### src/rtl/alarm_ring_ctrl.sv
// Alarm sequencer: arms on a BCD target time, rings, snoozes and auto-silences.
// Reports the BCD time remaining to the alarm while armed.
module alarm_ring_ctrl #(
  parameter int unsigned SNOOZE_S       = 300,
  parameter int unsigned RING_TIMEOUT_S = 60,
  parameter int unsigned MAX_SNOOZE     = 3
) (
  input  logic       clk,
  input  logic       reset,
  input  logic       tick_1s,
  input  logic       alarma_on,
  input  logic       apagar_alarma,
  input  logic       snooze,
  input  logic [7:0] HRTC,
  input  logic [7:0] MRTC,
  input  logic [7:0] SRTC,
  input  logic [7:0] HAL,
  input  logic [7:0] MAL,
  input  logic [7:0] SAL,
  output logic       activring,
  output logic [3:0] hora_1,
  output logic [3:0] hora_2,
  output logic [3:0] min_1,
  output logic [3:0] min_2,
  output logic [3:0] seg_1,
  output logic [3:0] seg_2,
  output logic [1:0] estado,
  output logic [3:0] snooze_left,
  output logic       missed
);

  typedef enum logic [1:0] {
    IDLE    = 2'b00,
    ARMED   = 2'b01,
    RINGING = 2'b10,
    SNOOZED = 2'b11
  } state_t;

  localparam logic [15:0] RING_LIM = 16'(RING_TIMEOUT_S);
  localparam logic [15:0] SNZ_LIM  = 16'(SNOOZE_S);
  localparam logic [3:0]  SNZ_MAX  = 4'(MAX_SNOOZE);

  state_t      state, state_n;
  logic [23:0] target, target_n;
  logic [15:0] ring_t, ring_t_n;
  logic [15:0] snz_t, snz_t_n;
  logic [3:0]  snz_left_n;
  logic        missed_n;
  logic [23:0] rem, rem_n;
  logic [23:0] now;

  function automatic logic [15:0] sat_inc(input logic [15:0] v);
    return (v == '1) ? v : v + 16'd1;
  endfunction

  // (tgt - cur) mod 24h, digit by digit with borrow; hours go through binary.
  function automatic logic [23:0] bcd_remaining(input logic [23:0] tgt, input logic [23:0] cur);
    logic [4:0] su, st, mu, mt;
    logic [7:0] th, ch, hd;
    logic [3:0] ht, hu;
    logic       b;
    su = {1'b0, tgt[3:0]} - {1'b0, cur[3:0]};
    b  = su[4];
    if (b) su = su + 5'd10;
    st = {1'b0, tgt[7:4]} - {1'b0, cur[7:4]} - {4'd0, b};
    b  = st[4];
    if (b) st = st + 5'd6;
    mu = {1'b0, tgt[11:8]} - {1'b0, cur[11:8]} - {4'd0, b};
    b  = mu[4];
    if (b) mu = mu + 5'd10;
    mt = {1'b0, tgt[15:12]} - {1'b0, cur[15:12]} - {4'd0, b};
    b  = mt[4];
    if (b) mt = mt + 5'd6;
    th = {4'd0, tgt[23:20]} * 8'd10 + {4'd0, tgt[19:16]};
    ch = {4'd0, cur[23:20]} * 8'd10 + {4'd0, cur[19:16]};
    hd = th - ch - {7'd0, b};
    if (hd[7]) hd = hd + 8'd24;
    if (hd >= 8'd20) begin
      ht = 4'd2;
      hu = 4'(hd - 8'd20);
    end else if (hd >= 8'd10) begin
      ht = 4'd1;
      hu = 4'(hd - 8'd10);
    end else begin
      ht = 4'd0;
      hu = hd[3:0];
    end
    return {ht, hu, mt[3:0], mu[3:0], st[3:0], su[3:0]};
  endfunction

  assign now = {HRTC, MRTC, SRTC};

  always_comb begin
    state_n    = state;
    target_n   = target;
    ring_t_n   = ring_t;
    snz_t_n    = snz_t;
    snz_left_n = snooze_left;
    missed_n   = missed;
    if (!alarma_on) begin
      // missed survives disarming so it can still be read; a new arm clears it
      state_n = IDLE;
    end else begin
      case (state)
        IDLE: begin
          target_n   = {HAL, MAL, SAL};
          snz_left_n = SNZ_MAX;
          missed_n   = 1'b0;
          state_n    = ARMED;
        end
        ARMED: begin
          if (apagar_alarma) missed_n = 1'b0;
          if (tick_1s && now == target) begin
            state_n  = RINGING;
            ring_t_n = '0;
          end
        end
        RINGING: begin
          if (apagar_alarma) begin
            state_n    = ARMED;
            snz_left_n = SNZ_MAX;
          end else if (snooze && snooze_left != 4'd0) begin
            state_n    = SNOOZED;
            snz_left_n = snooze_left - 4'd1;
            snz_t_n    = '0;
          end else if (ring_t >= RING_LIM) begin
            state_n    = ARMED;
            missed_n   = 1'b1;
            snz_left_n = SNZ_MAX;
          end else if (tick_1s) begin
            ring_t_n = sat_inc(ring_t);
          end
        end
        SNOOZED: begin
          if (apagar_alarma) begin
            state_n    = ARMED;
            snz_left_n = SNZ_MAX;
          end else if (snz_t >= SNZ_LIM) begin
            state_n  = RINGING;
            ring_t_n = '0;
          end else if (tick_1s) begin
            snz_t_n = sat_inc(snz_t);
          end
        end
        default: state_n = IDLE;
      endcase
    end
    rem_n = (state_n == ARMED) ? bcd_remaining(target_n, now) : '0;
  end

  always_ff @(posedge clk) begin
    if (!reset) begin
      state       <= IDLE;
      target      <= '0;
      ring_t      <= '0;
      snz_t       <= '0;
      snooze_left <= '0;
      missed      <= 1'b0;
      rem         <= '0;
      activring   <= 1'b0;
    end else begin
      state       <= state_n;
      target      <= target_n;
      ring_t      <= ring_t_n;
      snz_t       <= snz_t_n;
      snooze_left <= snz_left_n;
      missed      <= missed_n;
      rem         <= rem_n;
      activring   <= (state_n == RINGING);
    end
  end

  assign estado = state;
  assign {hora_1, hora_2, min_1, min_2, seg_1, seg_2} = rem;

endmodule

### config.mk
export PLATFORM = sky130hd
export DESIGN_NAME = alarm_ring_ctrl
export DESIGN_NICKNAME = d
export VERILOG_FILES = /design/src/rtl/alarm_ring_ctrl.sv
export SDC_FILE = /design/constraint.sdc
export NUM_CORES = 1
export LEC_CHECK = 0
export ABC_AREA = 1
export BUFFER_PORTS_ARGS = -buffer_cell sky130_fd_sc_hd__clkbuf_2
export CAP_MARGIN = 10
export CORE_MARGIN = 2
export CORE_UTILIZATION = 45
export DETAILED_ROUTE_END_ITERATION = 7
export PLACE_DENSITY_LB_ADDON = 0.2
export SLEW_MARGIN = 40
export SYNTH_ARGS = -nofsm -noshare
export SYNTH_HDL_FRONTEND = slang
export SYNTH_SLANG_ARGS = --single-unit
### constraint.sdc
create_clock -name clk -period 16.72 [get_ports clk]
set_input_delay 0.836 -clock clk [delete_from_list [all_inputs] [get_ports clk]]
set_output_delay 0.836 -clock clk [all_outputs]
set_load 0.02 [all_outputs]
==> run summary, run 1 <==
status = finished, final reports clean
sequential area share after synthesis = 29.4%
worst hold path class = reg -> reg
CP Depth = 49
CP dominant cell by count = nand2_1
largest net degree at the start of global routing = 40
row count = 41
iteration-0 DRC count of the detailed router = 252
combinational power share = 54.0%
vias post-DR = 4882
antenna cell count = 0
vias in the first global route = 4401
port buffer count = 83
Synth Area per Inst = 7.37 um2
CP endpoint kind = register
Sink Count = 86
gpl congestion = 0.903
commonest non-fill, non-tap cell in the layout = nand2_1
post-route ant nets = 0
Area Overhead vs Synth = 14.7%
fin. max-slew vios = 0
critical path startpoint category = input pin
die width = 118 um
Synth Register Bits = 86
I/O pin total = 86
hold_sp = ring_t[10]
Worst R2R Path Depth = 49
CP max-delay cell = nand2_2
synth warn = 0
clk root buf = clkbuf_16
first-pass GRT wire length = 20200 um
Flop pwr share = 24.6%
Starting Density = 46.3%
DP HPWL = 9490 um
Post-synth EDFFs = 0
maximum clock path buffer count = 2
fin crit period = 10.08 ns
initial antenna violation count = 0
clk slew on worst S/H paths = 0.06 ns
Hold Slack = 0.455 ns
remaining global-route overflow = 0
die height = 118 um
dpl cells = 1037
cts hold-fix bufs = 0
H-tree levels = 3
Clock power frac = 21.5%
NumNets Final = 1004
Hold EP = ring_t[10]
CP required = 16.96 ns
Core ar. = 12700 um2
Power Density = 137 nW/um2
setup bufs post-CTS = 0
Leak Pwr = 0.00340 uW
CP top delay family = adder cells
global-route usage over all layers = 17.6%
layout cells sized above 1 = 16.2%
pre-CTS setup slack = 6.33 ns
Vias/cell = 4.64
CTS tree = done
Final Skew = 0.00858 ns
Distinct cells, synth = 50
final setup fails = 0
RR Startpoint = estado[1]
Net Sw Power = 389 uW
DRC = 0
switching portion of total power = 42.4%
Bufs and invs on worst path = 8
unrepaired setup endpoints after global routing = no
cell depth of the worst hold path = 2
Worst-Skew Late Latency = 0.34 ns
CP Max Fanout = 38
max_slew headroom = 49.2%
R2R Setup Slk = 6.71 ns
Max Fclk = 99.2 MHz
RR Endpoint = rem[19]
Critical Path AT = 10.32 ns
worst setup margin = 6.64 ns
Post-Route WL = 11900 um
number of fill cells = 1239
synth top area cells = dfxtp_1 (29%), ha_1 (12%), nand2_1 (10%)
Top FF cell, synth = dfxtp_1
async set-reset flop share out of synthesis = 0%
crit share post-route = 60.3%
Peak VDD IR = 195 uV
Worst Tran Pin Value = 0.759 ns
leading area contributor after synthesis = dfxtp_1
die area = 14000 um2
# resized after CTS = 0
CP Class = in -> reg
Pint = 529 uW
total CTS buffers = 9
final hold vios = 0
most frequent cells in the layout = nand2_1 (156), inv_1 (133), nor2_1 (95)
total power draw = 919 uW
Post-Synthesis Cell Area = 5860 um2
Mapped Cells = 795
First-pass DRT Iterations = 4
Worst path max stage delay = 0.58 ns
max cap viols = 0
WL per Instance = 11.3 um
Synth top area share = 29.4%
post-route insts no fill = 1053
setup TNS = 0 ns
[synth_stat cells (all sizes together), types with 5 or more instances]
cell type / n
a21oi: 29
buf: 8
clkbuf: 7
dfxtp: 86
fa: 16
ha: 58
inv: 140
mux2i: 10
nand2: 170
nand3: 43
nand4: 13
nor2: 102
nor3: 19
o211ai: 5
o21ai: 30
xnor2: 20
xor2: 13
[cell families after synthesis]
kind of cell | Yosys count | synth area share [%]
AOI/OAI and AO/OA | 73 | 7.56
xor gates and xnor gates | 34 | 5.32
adders and majority gates | 74 | 17.8
buffers and inverters | 157 | 10.5
DFF | 86 | 29.4
muxes | 10 | 1.71
other | 1 | 0.0640
and+or+nand+nor | 360 | 27.6
[sequential cells by signal (all words and copies together), names as in the netlist]
register     count
estado           2
missed           1
activring        1
snooze_left      4
snz_t           16
target          24
rem             22
ring_t          16
[how the worst max path moves through the flow]
| stage | start | to | slack (ns) |
|---|---|---|---|
| floorplan | alarma_on | rem[19] | 7.26 |
| global placement | alarma_on | rem[19] | 6.49 |
| detailed placement | alarma_on | rem[19] | 6.33 |
| CTS | alarma_on | rem[17] | 6.64 |
| global route | alarma_on | rem[17] | 5.93 |
| finish | alarma_on | rem[19] | 6.64 |
[per-layer routing]
| layer | part of all wire (%) | global-route usage, % |
|---|---|---|
| met2 | 45 | 28.4 |
| met5 | 0 | 0 |
| met3 | 2.9 | 2.33 |
| met1 | 51 | 23.8 |
| met4 | 1.7 | 6.85 |
[worst reg2reg max path: cells and delay by family, from the launching register on]
family,cells,cell delay [ns]
AOI/OAI and AO/OA,6,0.94
adders and majority gates,13,4.60
buffers and inverters,7,0.47
DFF,1,0.51
and+or+nand+nor,23,3.38
[final cells by class]
class | instances | area, um2 | share of cell area, %
Clock buffer | 14 | 284 | 4.23
Clock inverter | 2 | 13.8 | 0.205
Inverter | 142 | 537 | 7.99
Multi-Input combinational cell | 553 | 3530 | 52.5
Sequential cell | 86 | 1720 | 25.6
Tap cell | 172 | 215 | 3.20
Timing Repair Buffer | 84 | 423 | 6.29
[per-stage QoR]
stage | area (um2) | utilization (%)
after global placement | 6420 | 50.7
after detailed placement | 6420 | 50.7
after floorplan | 5860 | -
after global routing | 6720 | 53.0
after CTS | 6720 | 53.0
final | 6720 | 53.0
[power by group through the flow]
stage / clock network (uW) / registers (uW) / logic, uW
global placement: 0 / 230 / 495
detailed placement: 0 / 230 / 496
floorplan: 0 / 243 / 388
CTS: 203 / 226 / 500
finish: 197 / 226 / 496
global route: 212 / 227 / 575
(Power assumes the default switching activity.)
==> run 2: changes to the inputs <==
==> constraint.sdc (replaced) <==
create_clock -name clk -period 9.5 [get_ports clk]
set_input_delay 0.475 -clock clk [delete_from_list [all_inputs] [get_ports clk]]
set_output_delay 0.475 -clock clk [all_outputs]
set_load 0.02 [all_outputs]
==> run 2 against run 1 <==
Effect of this change: largest power group unchanged; sequential cell count unchanged; register-to-register slack got worse by 6.1 ns; cell count increased by 0.28%; via count increased by 1.3%.
==> run summary, run 2 (same netlist as run 1, synthesis figures left out) <==
RR Endpoint = rem[19]
antenna cell count = 0
cts hold-fix bufs = 0
maximum clock path buffer count = 2
final hold vios = 0
CP max-delay cell = fa_1
H-tree levels = 3
gpl congestion = 0.875
iteration-0 DRC count of the detailed router = 331
initial antenna violation count = 0
Final Skew = 0.00740 ns
RR Startpoint = estado[0]
fin. max-slew vios = 0
remaining global-route overflow = 0
crit share post-route = 93.1%
Peak VDD IR = 351 uV
WL per Instance = 11.3 um
CP startpoint = estado[0]
CP Class = reg -> reg
Sequential cell area = 1720 um2
die width = 118 um
global-route usage over all layers = 17.6%
CP endpoint kind = register
die height = 118 um
Area Overhead vs Synth = 15.4%
DP HPWL = 9560 um
clk root buf = clkbuf_16
port buffer count = 83
CP Max Fanout = 15
row count = 41
first-pass GRT wire length = 20200 um
post-route insts no fill = 1056
largest net degree at the start of global routing = 52
vias in the first global route = 4441
dpl cells = 1039
clk slew on worst S/H paths = 0.06 ns
post-route ant nets = 0
Worst Tran Pin Value = 0.586 ns
max cap viols = 0
worst hold path class = in -> reg
Worst path max stage delay = 0.48 ns
max_slew headroom = 60.5%
crit path to = rem[19]
commonest non-fill, non-tap cell in the layout = nand2_1
DRC = 0
Worst R2R Path Depth = 50
Sink Count = 86
CTS tree = done
Post-Route WL = 11900 um
Top reg by flops = target
Largest regs = target (24), rem (22)
CP required = 9.74 ns
unrepaired setup endpoints after global routing = no
setup TNS = 0 ns
Critical Path AT = 9.08 ns
status = finished, final reports clean
NumNets Final = 1007
vias post-DR = 4945
I/O pin total = 86
Power Density = 237 nW/um2
Vias/cell = 4.68
fin crit period = 8.84 ns
most frequent cells in the layout = nand2_1 (154), inv_1 (133), nor2_1 (94)
total CTS buffers = 9
CP dominant cell by count = nand2_1
layout cells sized above 1 = 17.5%
Leak Pwr = 0.00341 uW
Core ar. = 12700 um2
multi-input logic area = 3560 um2
First-pass DRT Iterations = 5
critical path startpoint category = register
die area = 14000 um2
Worst-Skew Late Latency = 0.34 ns
Max Fclk = 113 MHz
total power draw = 1610 uW
R2R Setup Slk = 0.66 ns
final setup fails = 0
number of fill cells = 1282
hold_sp = MAL[3]
max FFs per register = 24
Starting Density = 46.3%
run 2: cell count changes in the layout (fill, tap and decap cells not counted), sizes merged:
cell,previous run,this run
buf,1,4
clkbuf,97,96
clkinv,4,5
run 2: final cells by class:
class	instances	area share [%]
Clock inverter	3	0.278
Inverter	142	7.94
Clock buffer	13	3.85
Multi-Input combinational cell	553	52.7
Sequential cell	86	25.5
Timing Repair Buffer	87	6.59
Tap cell	172	3.18
run 2: how the worst min path moves through the flow:
stage,to,slack [ns],depth (start not counted)
floorplan,ring_t[9],0.43,2
global placement,ring_t[9],0.44,2
detailed placement,ring_t[7],0.45,2
CTS,target[11],0.39,3
global route,target[2],0.41,3
finish,target[11],0.40,3
run 2: metal layers:
metal | GRT usage (%) | part of all wire [%] | vias up
met1 | 23.7 | 51 | 2194
li1 | - | - | 2672
met3 | 4.12 | 2.5 | 11
met4 | 5.05 | 1.5 | 0
met5 | 0 | 0 | -
met2 | 28.2 | 45 | 68
run 2: report_power, final:
part	leakage, uW	internal (uW)	switching (uW)
Combinational	0.00256	348	530
Sequential	0.000703	387	9.58
Clock	0.000140	191	140
Total	0.00341	926	679
run 2: stage by stage:
step           area [um2]  utilization (%)  worst slack, ns  hold slack (ns)
4_1_cts              6720             53.0            0.135            0.387
5_1_grt              6760             53.4           0.0284            0.414
3_3_place_gp         6440             50.8            0.215            0.444
6_report             6760             53.4            0.659            0.398
2_1_floorplan        5860                -            0.232            0.431
3_5_place_dp         6440             50.8          0.00456            0.447
run 2: critical path: cells and delay by family (launching register included):
family                   cells  cell delay [ns]
adder cells (fa/ha/maj)     13             4.34
buffers and inverters        7             0.48
AO/OA/AOI/OAI                6             0.62
flip-flops                   1             0.36
AND/OR/NAND/NOR             24             2.94
run 2: repair_timing:
item,4_1_cts,5_1_grt
buffers inserted,0,1
resized for setup,0,12
setup endpoints to repair,0,5
